==> src/rtl/mem_wb_pkg.sv <==
// mem_wb_pkg: shared types and widths for the memory/writeback stage.
//   state_e     : controller states (IDLE, MEM, WB, HALT)
//   MW_DATA_W   : datapath / memory data width
//   MW_ADDR_W   : data-memory address and PC target width
//   MW_REG_AW   : GPR address width
package mem_wb_pkg;

   localparam int MW_DATA_W = 8;
   localparam int MW_ADDR_W = 8;
   localparam int MW_REG_AW = 2;

   typedef enum logic [1:0] {
      S_IDLE = 2'd0,
      S_MEM  = 2'd1,
      S_WB   = 2'd2,
      S_HALT = 2'd3
   } state_e;

endpackage

==> src/rtl/mem_wb_ctrl.sv <==
// mem_wb_ctrl: consumer of the ALU output bus. Registers each accepted ALU
// result and performs exactly one of: halt, PC redirect, data-memory access
// (req/ack), GPR writeback, or nothing (NOP). Counts retired instructions.
// Ports:
//   i_clk, i_rst          clock (rising) / async active-high reset
//   i_valid, o_ready      instruction handshake from the front end
//   i_results..i_jmp      ALU result, store data, regdest and control bits
//   o_dmem_* / i_dmem_*   data-memory request, held until ack
//   o_rf_*                one-cycle GPR write strobe, address and data
//   o_pc_load/o_pc_target one-cycle PC redirect
//   o_flag_q, o_halted, o_retired  architectural flag, sticky halt, counter
module mem_wb_ctrl
   import mem_wb_pkg::*;
#(
   parameter int DATA_W = MW_DATA_W,
   parameter int ADDR_W = MW_ADDR_W,
   parameter int REG_AW = MW_REG_AW,
   parameter int CNT_W  = 16
) (
   input  logic              i_clk,
   input  logic              i_rst,
   input  logic              i_valid,
   output logic              o_ready,
   input  logic [DATA_W-1:0] i_results,
   input  logic [DATA_W-1:0] i_st_data,
   input  logic [REG_AW-1:0] i_regdest,
   input  logic              i_flag,
   input  logic              i_mem_write,
   input  logic              i_mem_read,
   input  logic              i_reg_write,
   input  logic              i_hlt,
   input  logic              i_branch_taken,
   input  logic              i_jmp,
   output logic              o_dmem_req,
   output logic              o_dmem_we,
   output logic [ADDR_W-1:0] o_dmem_addr,
   output logic [DATA_W-1:0] o_dmem_wdata,
   input  logic              i_dmem_ack,
   input  logic [DATA_W-1:0] i_dmem_rdata,
   output logic              o_rf_we,
   output logic [REG_AW-1:0] o_rf_addr,
   output logic [DATA_W-1:0] o_rf_wdata,
   output logic              o_pc_load,
   output logic [ADDR_W-1:0] o_pc_target,
   output logic              o_flag_q,
   output logic              o_halted,
   output logic [CNT_W-1:0]  o_retired
);

   state_e              state_q, state_d;
   logic                dmem_we_q, dmem_we_d;
   logic [ADDR_W-1:0]   dmem_addr_q, dmem_addr_d;
   logic [DATA_W-1:0]   dmem_wdata_q, dmem_wdata_d;
   logic [REG_AW-1:0]   ld_rd_q, ld_rd_d;
   logic                rf_we_q, rf_we_d;
   logic [REG_AW-1:0]   rf_addr_q, rf_addr_d;
   logic [DATA_W-1:0]   rf_wdata_q, rf_wdata_d;
   logic                pc_load_q, pc_load_d;
   logic [ADDR_W-1:0]   pc_target_q, pc_target_d;
   logic                flag_q, flag_d;
   logic [CNT_W-1:0]    retired_q, retired_d;
   logic                retire;

   always_comb begin
      state_d      = state_q;
      dmem_we_d    = dmem_we_q;
      dmem_addr_d  = dmem_addr_q;
      dmem_wdata_d = dmem_wdata_q;
      ld_rd_d      = ld_rd_q;
      rf_we_d      = 1'b0;
      rf_addr_d    = rf_addr_q;
      rf_wdata_d   = rf_wdata_q;
      pc_load_d    = 1'b0;
      pc_target_d  = pc_target_q;
      flag_d       = flag_q;
      retire       = 1'b0;

      case (state_q)
         S_IDLE: begin
            if (i_valid) begin
               // Flag follows ALU ops that write a register; loads leave it alone.
               if (i_reg_write && !i_mem_read) flag_d = i_flag;
               if (i_hlt) begin
                  state_d = S_HALT;
                  retire  = 1'b1;
               end else if (i_jmp || i_branch_taken) begin
                  pc_load_d   = 1'b1;
                  pc_target_d = ADDR_W'(i_results);
                  retire      = 1'b1;
               end else if (i_mem_read || i_mem_write) begin
                  state_d      = S_MEM;
                  dmem_addr_d  = ADDR_W'(i_results);
                  dmem_wdata_d = i_st_data;
                  dmem_we_d    = i_mem_write;   // write wins over read
                  ld_rd_d      = i_regdest;
               end else if (i_reg_write) begin
                  rf_we_d    = 1'b1;
                  rf_addr_d  = i_regdest;
                  rf_wdata_d = i_results;
                  retire     = 1'b1;
               end else begin
                  retire = 1'b1;
               end
            end
         end
         S_MEM: begin
            if (i_dmem_ack) begin
               if (dmem_we_q) begin
                  state_d = S_IDLE;
                  retire  = 1'b1;
               end else begin
                  // Strobe is registered so it lands in the WB cycle itself.
                  state_d    = S_WB;
                  rf_we_d    = 1'b1;
                  rf_addr_d  = ld_rd_q;
                  rf_wdata_d = i_dmem_rdata;
               end
            end
         end
         S_WB: begin
            state_d = S_IDLE;
            retire  = 1'b1;
         end
         S_HALT: state_d = S_HALT;
         default: state_d = S_IDLE;
      endcase

      retired_d = retire ? retired_q + CNT_W'(1) : retired_q;
   end

   always_ff @(posedge i_clk or posedge i_rst) begin
      if (i_rst) begin
         state_q      <= S_IDLE;
         dmem_we_q    <= 1'b0;
         dmem_addr_q  <= '0;
         dmem_wdata_q <= '0;
         ld_rd_q      <= '0;
         rf_we_q      <= 1'b0;
         rf_addr_q    <= '0;
         rf_wdata_q   <= '0;
         pc_load_q    <= 1'b0;
         pc_target_q  <= '0;
         flag_q       <= 1'b0;
         retired_q    <= '0;
      end else begin
         state_q      <= state_d;
         dmem_we_q    <= dmem_we_d;
         dmem_addr_q  <= dmem_addr_d;
         dmem_wdata_q <= dmem_wdata_d;
         ld_rd_q      <= ld_rd_d;
         rf_we_q      <= rf_we_d;
         rf_addr_q    <= rf_addr_d;
         rf_wdata_q   <= rf_wdata_d;
         pc_load_q    <= pc_load_d;
         pc_target_q  <= pc_target_d;
         flag_q       <= flag_d;
         retired_q    <= retired_d;
      end
   end

   // Request is decoded from state so an async reset drops it at once.
   // Ready is masked by reset so every output reads 0 while reset is held.
   assign o_ready      = (state_q == S_IDLE) && !i_rst;
   assign o_dmem_req   = (state_q == S_MEM);
   assign o_halted     = (state_q == S_HALT);
   assign o_dmem_we    = dmem_we_q;
   assign o_dmem_addr  = dmem_addr_q;
   assign o_dmem_wdata = dmem_wdata_q;
   assign o_rf_we      = rf_we_q;
   assign o_rf_addr    = rf_addr_q;
   assign o_rf_wdata   = rf_wdata_q;
   assign o_pc_load    = pc_load_q;
   assign o_pc_target  = pc_target_q;
   assign o_flag_q     = flag_q;
   assign o_retired    = retired_q;

endmodule

==> config.mk <==
export PLATFORM = sky130hd
export DESIGN_NAME = mem_wb_ctrl
export DESIGN_NICKNAME = d
export VERILOG_FILES = /design/src/rtl/mem_wb_pkg.sv /design/src/rtl/mem_wb_ctrl.sv
export SDC_FILE = /design/constraint.sdc
export NUM_CORES = 1
export LEC_CHECK = 0
export ABC_AREA = 1
export CORE_ASPECT_RATIO = 0.7
export CORE_MARGIN = 3
export CORE_UTILIZATION = 42
export DETAILED_ROUTE_END_ITERATION = 12
export PLACE_DENSITY_LB_ADDON = 0.25
export SLEW_MARGIN = 10
export SYNTH_ARGS = -nofsm -noshare
export SYNTH_HDL_FRONTEND = slang
export SYNTH_SLANG_ARGS = --single-unit
==> constraint.sdc <==
create_clock -name i_clk -period 1.6 [get_ports i_clk]
set_input_delay 0.16 -clock i_clk [delete_from_list [all_inputs] [get_ports i_clk]]
set_output_delay 0.16 -clock i_clk [all_outputs]
set_load 0.01 [all_outputs]
==> results.ini, run 1 <==
[floorplanning]
die_y_um = 75.2
rows = 24
initial_core_util_pct = 44.7
dieArea_um2 = 7890
die_x_um = 105
ioPinCount = 94
core_area_um2 = 6430

[power_and_ir_drop]
power_density_nw_per_um2 = 1710
irDropWorstVdd_v = 0.000764
total_leakage_power_nw = 2.03

[global_route]
grt_usage_pct = 19.7
grt_max_degree = 59
grt_pass1_wl_um = 12200
overflow = 0
antenna_found_initial = 0
use_met2_pct = 31.1
grt_pass1_vias = 2580
use_met1_pct = 26.0
top_usage_layer = met2
grtUsageMet3_pct = 7.88

[logic_synthesis]
synthTopCellsByArea = dfrtp_1, nand2_1, o21ai_0
synth_top_area_share_pct = 50.5
yosys_register_bits = 58
syn_nets = 398
yosysTopAreaCell = dfrtp_1
yosys_warnings = 0
syn-cell-area_um2 = 2880
ys_seq_area_share_pct = 50.5
synth.distinct_cells = 28
avgSynthCellArea_um2 = 8.08
syn-instance-count = 356

[clock_tree]
ctsHtreeMaxLevel = 3
clockBufferDepth = 2
clkTransAtPathRegs_ps = 70
cts_buffers = 9
cts.sinks = 58
hold_buffers = 0
clock_latency_ps = 330
cts_root_buf = clkbuf_8
cts_tree = yes

[sta]
fmax_ghz = 0.637
fin_crit_sh_pct = 98.2
slew_viol_final = 0
worstMarginPinSlew_ps = 357
setup_ws_ps = 29.4
fin_skew_ps = 9.95
rsz0062_at_grt = yes
finalHoldViolCount = 0
min_period_ps = 1570
finalSetupViolCount = 0
max_slew_margin_pct = 76.1

[status]
status = complete, no violations

[layout]
antenna_cells = 0
drive_above_1_share_pct = 13.9
stdcell_area_um2 = 4280
fin_nets = 505
syn2layout_area_growth_pct = 48.8
final_util_pct = 66.6
fin_cells = 559

[drt]
routed_wl_um = 7400
drt_iter0_markers = 101
wl_per_cell_um = 13.2
drc_errors = 0
dr.pass1.iters = 4
route.vias.total = 2664
ant_nets = 0
avgViaCountPerCell = 4.77

[hold_path]
hold_class = input port to async pin

[critical_path]
cp_cell_sequence = buf_4 -> ha_4 -> nand2_2 -> o21ai_1 -> nor2_1 -> nand2_2 -> clkbuf_16 -> nand2_1 -> o21ai_1
cp_slowest_cell = dfrtp_1
worstSetupEndpointType = flip-flop
path_delay_family = simple AND/OR/NAND/NOR gates
critPathMaxStageDelay_ps = 390
critPathRequiredTime_ps = 1810
worstPathArrival_ps = 1780
critical_path_buf_inv_count = 2
cp-start-kind = flip-flop
crit_type = flip-flop to flip-flop
path_max_fanout = 10

[job]
maxCapViolCount = 0

[placement]
dp.final_hpwl_um = 5360
dp_slack_ps = -16.2
dp_cells = 539
place_area_um2 = 3970
port_buffers = 93
gp_congestion = 0.850

-- worst min-delay path: stages --
cell	delay, ps
clkdlybuf4s50_1	440
inv_2	80
buf_12	270
-- sequential cells by signal (all words and copies together), names as in the netlist --
register      count
o_flag_q          1
o_rf_we           1
ld_rd_q           2
o_rf_addr         2
o_dmem_addr       8
o_dmem_wdata      8
o_retired        16
o_pc_load         1
state_q           2
o_rf_wdata        8
o_dmem_we         1
o_pc_target       8
-- cell families after synthesis --
| logic type | Yosys count | synth area share (%) |
|---|---|---|
| muxes | 1 | 0.392 |
| AOI/OAI and AO/OA | 58 | 11.7 |
| DFF | 58 | 50.5 |
| buffers and inverters | 50 | 7.66 |
| and+or+nand+nor | 177 | 25.4 |
| xor gates and xnor gates | 7 | 2.13 |
| adders and majority gates | 5 | 2.18 |
-- final timing paths --
kind                                         to  cells past startpoint          from  slack [ps]
worst max-delay path              o_rf_wdata[5]                      9    state_q[0]          30
worst min-delay path             o_dmem_addr[6]                      3         i_rst         240
worst max register to register    o_rf_wdata[5]                      9    state_q[0]          30
worst min register to register       ld_rd_q[1]                      2    ld_rd_q[1]         480
max in group asynchronous          o_retired[2]                      3         i_rst        1080
min in group i_clk              o_dmem_wdata[1]                      3  i_st_data[1]         370
-- layout make-up --
class,instances,area (µm²)
clock buffer,11,131
clock inverter,5,78.8
sequential,58,1450
fill,530,2150
multi-input combinational,248,1260
timing repair buffer,107,1100
inverter,39,146
tap,91,114
-- layer usage --
layer	vias to the layer above	part of all wire (%)
met1	1247	47
met3	2	8.1
met5	-	0
met4	0	0.34
li1	1336	-
met2	79	44
-- power by group --
group	internal (mW)	leakage [nW]	total [mW]	switching, mW
Clock	0.875	0.107	1.44	0.568
Combinational	1.81	1.17	3.51	1.70
Sequential	2.02	0.751	2.35	0.334
Total	4.70	2.03	7.30	2.60
-- layout by cell type, fill, tap and decap left out, drive strengths merged --
master / count
clkinv: 3
clkbuf: 13
xnor2: 4
o21ai: 53
nor3: 1
inv: 39
dfrtp: 58
nand3b: 2
o21bai: 1
nand4: 5
dlygate4sd2: 2
nand2: 137
clkdlybuf4s50: 90
buf: 13
nand3: 10
mux2: 1
or2: 1
a21oi: 3
o32ai: 1
nor2: 21
bufinv: 2
ha: 5
xor2: 3
-- cell usage after synthesis --
| master | instances |
|---|---|
| inv_1 | 36 |
| xor2_1 | 3 |
| clkbuf_1 | 3 |
| nor2_2 | 5 |
| nor3_2 | 1 |
| dfrtp_1 | 58 |
| inv_2 | 3 |
| mux2_2 | 1 |
| o21ai_0 | 33 |
| o21bai_2 | 1 |
| nand4_1 | 5 |
| ha_1 | 5 |
| buf_2 | 1 |
| nand2_2 | 5 |
| o21ai_1 | 13 |
| nand3b_1 | 2 |
| a21oi_4 | 1 |
| o21ai_2 | 7 |
| nor2_1 | 16 |
| xnor2_1 | 4 |
| clkbuf_2 | 1 |
| o32ai_1 | 1 |
| nand3_1 | 10 |
| buf_4 | 4 |
| nand2_1 | 132 |
| buf_6 | 2 |
| or2_2 | 1 |
| a21oi_1 | 2 |
-- repair_timing --
action                     in CTS  in global routing
pin swaps                       0                  2
buffers inserted                2                  1
gates resized for setup         6                 22
setup endpoints to repair       9                 37
gates cloned                    0                  1
-- per-stage QoR --
stage / setup TNS, ps / power (mW) / hold WS [ps]
after CTS: 0 / 7.15 / 248
after global placement: 0 / 5.56 / 467
final: 0 / 7.30 / 236
after floorplan: 0 / 3.95 / 290
after detailed placement: -19.0 / 5.65 / 474
after global routing: -115 / 7.84 / 253
No activity file was read; power rests on OpenSTA's default activity.
==> inputs of run 2 (changes only) <==
Settings changed: ABC_AREA 1 to unset, CORE_UTILIZATION 42 to 41, HOLD_SLACK_MARGIN set to 0.15.
==> results.ini, run 2 <==
[power_and_ir_drop]
power_density_nw_per_um2 = 1720  ; was 1710 nW/µm²
irDropWorstVdd_v = 0.000968  ; was 0.000764 V
finalPower_mw = 8.00  ; was 7.30 mW
total_leakage_power_nw = 2.01  ; was 2.03 nW

[floorplanning]
die_x_um = 103  ; was 105 µm
ioPinCount = 94  ; unchanged
die_y_um = 73.8  ; was 75.2 µm
rows = 24  ; unchanged
core_area_um2 = 6310  ; was 6430 µm²
initial_core_util_pct = 42.7  ; was 44.7%
dieArea_um2 = 7600  ; was 7890 µm²

[layout]
fin_cells = 423  ; was 559
largest_reg_flops = 16  ; unchanged
syn2layout_area_growth_pct = 72.5  ; was 48.8%
antenna_cells = 0  ; unchanged
final_cell_mix = clkdlybuf4s50_1, dfrtp_1, mux2_2  ; was nand2_1, clkdlybuf4s50_1, dfrtp_1
final_common_cell = clkdlybuf4s50_1  ; was nand2_1
drive_above_1_share_pct = 42.9  ; was 13.9%
fin_nets = 382  ; was 505
stdcell_area_um2 = 4650  ; was 4280 µm²

[sta]
fin_crit_sh_pct = 113  ; was 98.2%
hold_ws_ps = 219  ; was 236 ps
finalHoldViolCount = 0  ; unchanged
finalSetupViolCount = 54  ; was 0
tns_ps = -7590  ; was 0 ps
fin_skew_ps = 8.07  ; was 9.95 ps
slew_viol_final = 0  ; unchanged
fmax_ghz = 0.552  ; was 0.637 GHz
max_slew_margin_pct = 58.3  ; was 76.1%
setup_ws_ps = -211  ; was 29.4 ps
rsz0062_at_grt = yes  ; unchanged
min_period_ps = 1810  ; was 1570 ps
worstMarginPinSlew_ps = 623  ; was 357 ps

[logic_synthesis]
synthTopCellsByArea = dfrtp_1, mux2_2, xor2_1  ; was dfrtp_1, nand2_1, o21ai_0
avgSynthCellArea_um2 = 13.6  ; was 8.08 µm²
syn-instance-count = 198  ; was 356
syn-cell-area_um2 = 2700  ; was 2880 µm²
synth_top_flop_cell = dfrtp_1  ; unchanged
yosys_warnings = 0  ; unchanged
yosysMostFrequentCell = dfrtp_1  ; was nand2_1
yosys-top-cells-count = dfrtp_1, mux2_2, xor2_1, a211oi_1, nand2_1  ; was nand2_1, dfrtp_1, inv_1, o21ai_0, nor2_1
synth.distinct_cells = 35  ; was 28
async_flop_share_pct = 100  ; unchanged
synth_edf_count = 0  ; unchanged
yosysTopAreaCell = dfrtp_1  ; unchanged
ys_seq_area_share_pct = 53.9  ; was 50.5%
yosys_register_bits = 58  ; unchanged
syn_nets = 240  ; was 398
synth_top_area_share_pct = 53.9  ; was 50.5%

[placement]
dp.final_hpwl_um = 5020  ; was 5360 µm
place_area_um2 = 4020  ; was 3970 µm²
dp_cells = 397  ; was 539
gp_congestion = 0.825  ; was 0.850
port_buffers = 93  ; unchanged

[critical_path]
critPathRequiredTime_ps = 1820  ; was 1810 ps
rr_startpoint = state_q[0]  ; unchanged
worstPathArrival_ps = 2030  ; was 1780 ps
worstSetupEndpointType = flip-flop  ; unchanged
cp-start-kind = flip-flop  ; unchanged
r2r-end = o_rf_wdata[2]  ; was o_rf_wdata[5]
reg2reg_depth = 7  ; was 9
regToRegSetupSlack_ps = -210  ; was 30 ps
crit_type = flip-flop to flip-flop  ; unchanged
path_max_fanout = 10  ; unchanged

[clock_tree]
cts_root_buf = clkbuf_8  ; unchanged
hold_buffers = 0  ; unchanged
cts_buffers = 9  ; unchanged
cts_tree = yes  ; unchanged
clockBufferDepth = 2  ; unchanged
clkTransAtPathRegs_ps = 70  ; about the same
cts.sinks = 58  ; unchanged
clock_latency_ps = 340  ; was 330 ps
ctsHtreeMaxLevel = 3  ; unchanged

[global_route]
overflow = 0  ; unchanged
grt_pass1_vias = 2446  ; was 2,580
grtUsageMet3_pct = 6.17  ; was 7.88%
grt_pass1_wl_um = 12500  ; was 12,200 µm
use_met1_pct = 28.4  ; was 26.0%
use_met2_pct = 35.2  ; was 31.1%
grt_usage_pct = 21.7  ; was 19.7%
grt_max_degree = 42  ; was 59
antenna_found_initial = 0  ; unchanged
top_usage_layer = met2  ; unchanged

[status]
status = finished with violations  ; was complete, no violations
failed_checks = setup timing

[drt]
wl_per_cell_um = 19.1  ; was 13.2 µm
drt_iter0_markers = 100  ; was 101
ant_nets = 0  ; unchanged
avgViaCountPerCell = 5.24  ; was 4.77
dr.pass1.iters = 4  ; unchanged
routed_wl_um = 8070  ; was 7400 µm
drc_errors = 0  ; unchanged
route.vias.total = 2216  ; was 2,664

[hold_path]
hold_class = input port to async pin  ; unchanged

[job]
maxCapViolCount = 0  ; unchanged

run 2: logic make-up (layout without fill, tap and decap cells):
kind of cell | after synthesis | count (layout) | synth area share, %
AOI/OAI and AO/OA | 22 | 22 | 7.57
xor gates and xnor gates | 15 | 15 | 4.87
adders and majority gates | 5 | 5 | 2.32
buffers and inverters | 13 | 160 | 2.32
DFF | 58 | 58 | 53.9
muxes | 50 | 50 | 20.8
and+or+nand+nor | 35 | 35 | 8.22
run 2: worst max-delay path by stage:
| stage | start | end | slack (ps) | cells past startpoint |
|---|---|---|---|---|
| global placement | i_mem_write | o_rf_wdata[4] | -440 | 7 |
| detailed placement | i_mem_write | o_rf_wdata[1] | -430 | 7 |
| floorplan | state_q[0] | o_rf_addr[0] | -160 | 6 |
| CTS | state_q[0] | o_rf_wdata[2] | -200 | 7 |
| finish | state_q[0] | o_rf_wdata[2] | -210 | 7 |
| global route | state_q[0] | o_rf_wdata[2] | -300 | 7 |
run 2: worst max-delay path: stages, from the launching register on:
cell,delay [ps]
dfrtp_1,390
buf_4,140
ha_4,180
nor2b_2,200
nand2_1,130
a22oi_4,190
buf_12,150
mux2_2,330
run 2: cell type report:
class | instances | area, µm²
inverter | 6 | 22.5
timing repair buffer | 138 | 1370
tap | 78 | 97.6
multi-input combinational | 127 | 1490
clock inverter | 7 | 93.8
fill | 406 | 1660
sequential | 58 | 1450
clock buffer | 9 | 124
run 2: power by group:
group          switching, mW  leakage (nW)  internal, mW
logic                   1.75          1.17          2.35
registers              0.381         0.738          2.02
clock network          0.622         0.105         0.873
total                   2.75          2.01          5.25
run 2: routing by layer:
| metal | vias to the layer above | share of wire, % |
|---|---|---|
| li1 | 1004 | - |
| met1 | 1124 | 46 |
| met2 | 78 | 47 |
| met3 | 10 | 5.9 |
| met4 | 0 | 1.1 |
| met5 | - | 0 |
run 2: per-stage QoR:
stage	utilization [%]	setup slack [ps]
finish	73.7	-211
floorplan	-	-163
CTS	71.5	-201
global route	73.7	-302
global placement	63.7	-437
detailed placement	63.7	-428
run 2: timing repair:
| action | 4_1_cts | 5_1_grt |
|---|---|---|
| pin swaps | 27 | 6 |
| resized for setup | 57 | 17 |
| gates cloned | 1 | 1 |
| endpoints found under the hold margin | 0 | 0 |
| endpoints found under the setup margin | 55 | 56 |
| setup buffers | 5 | 4 |
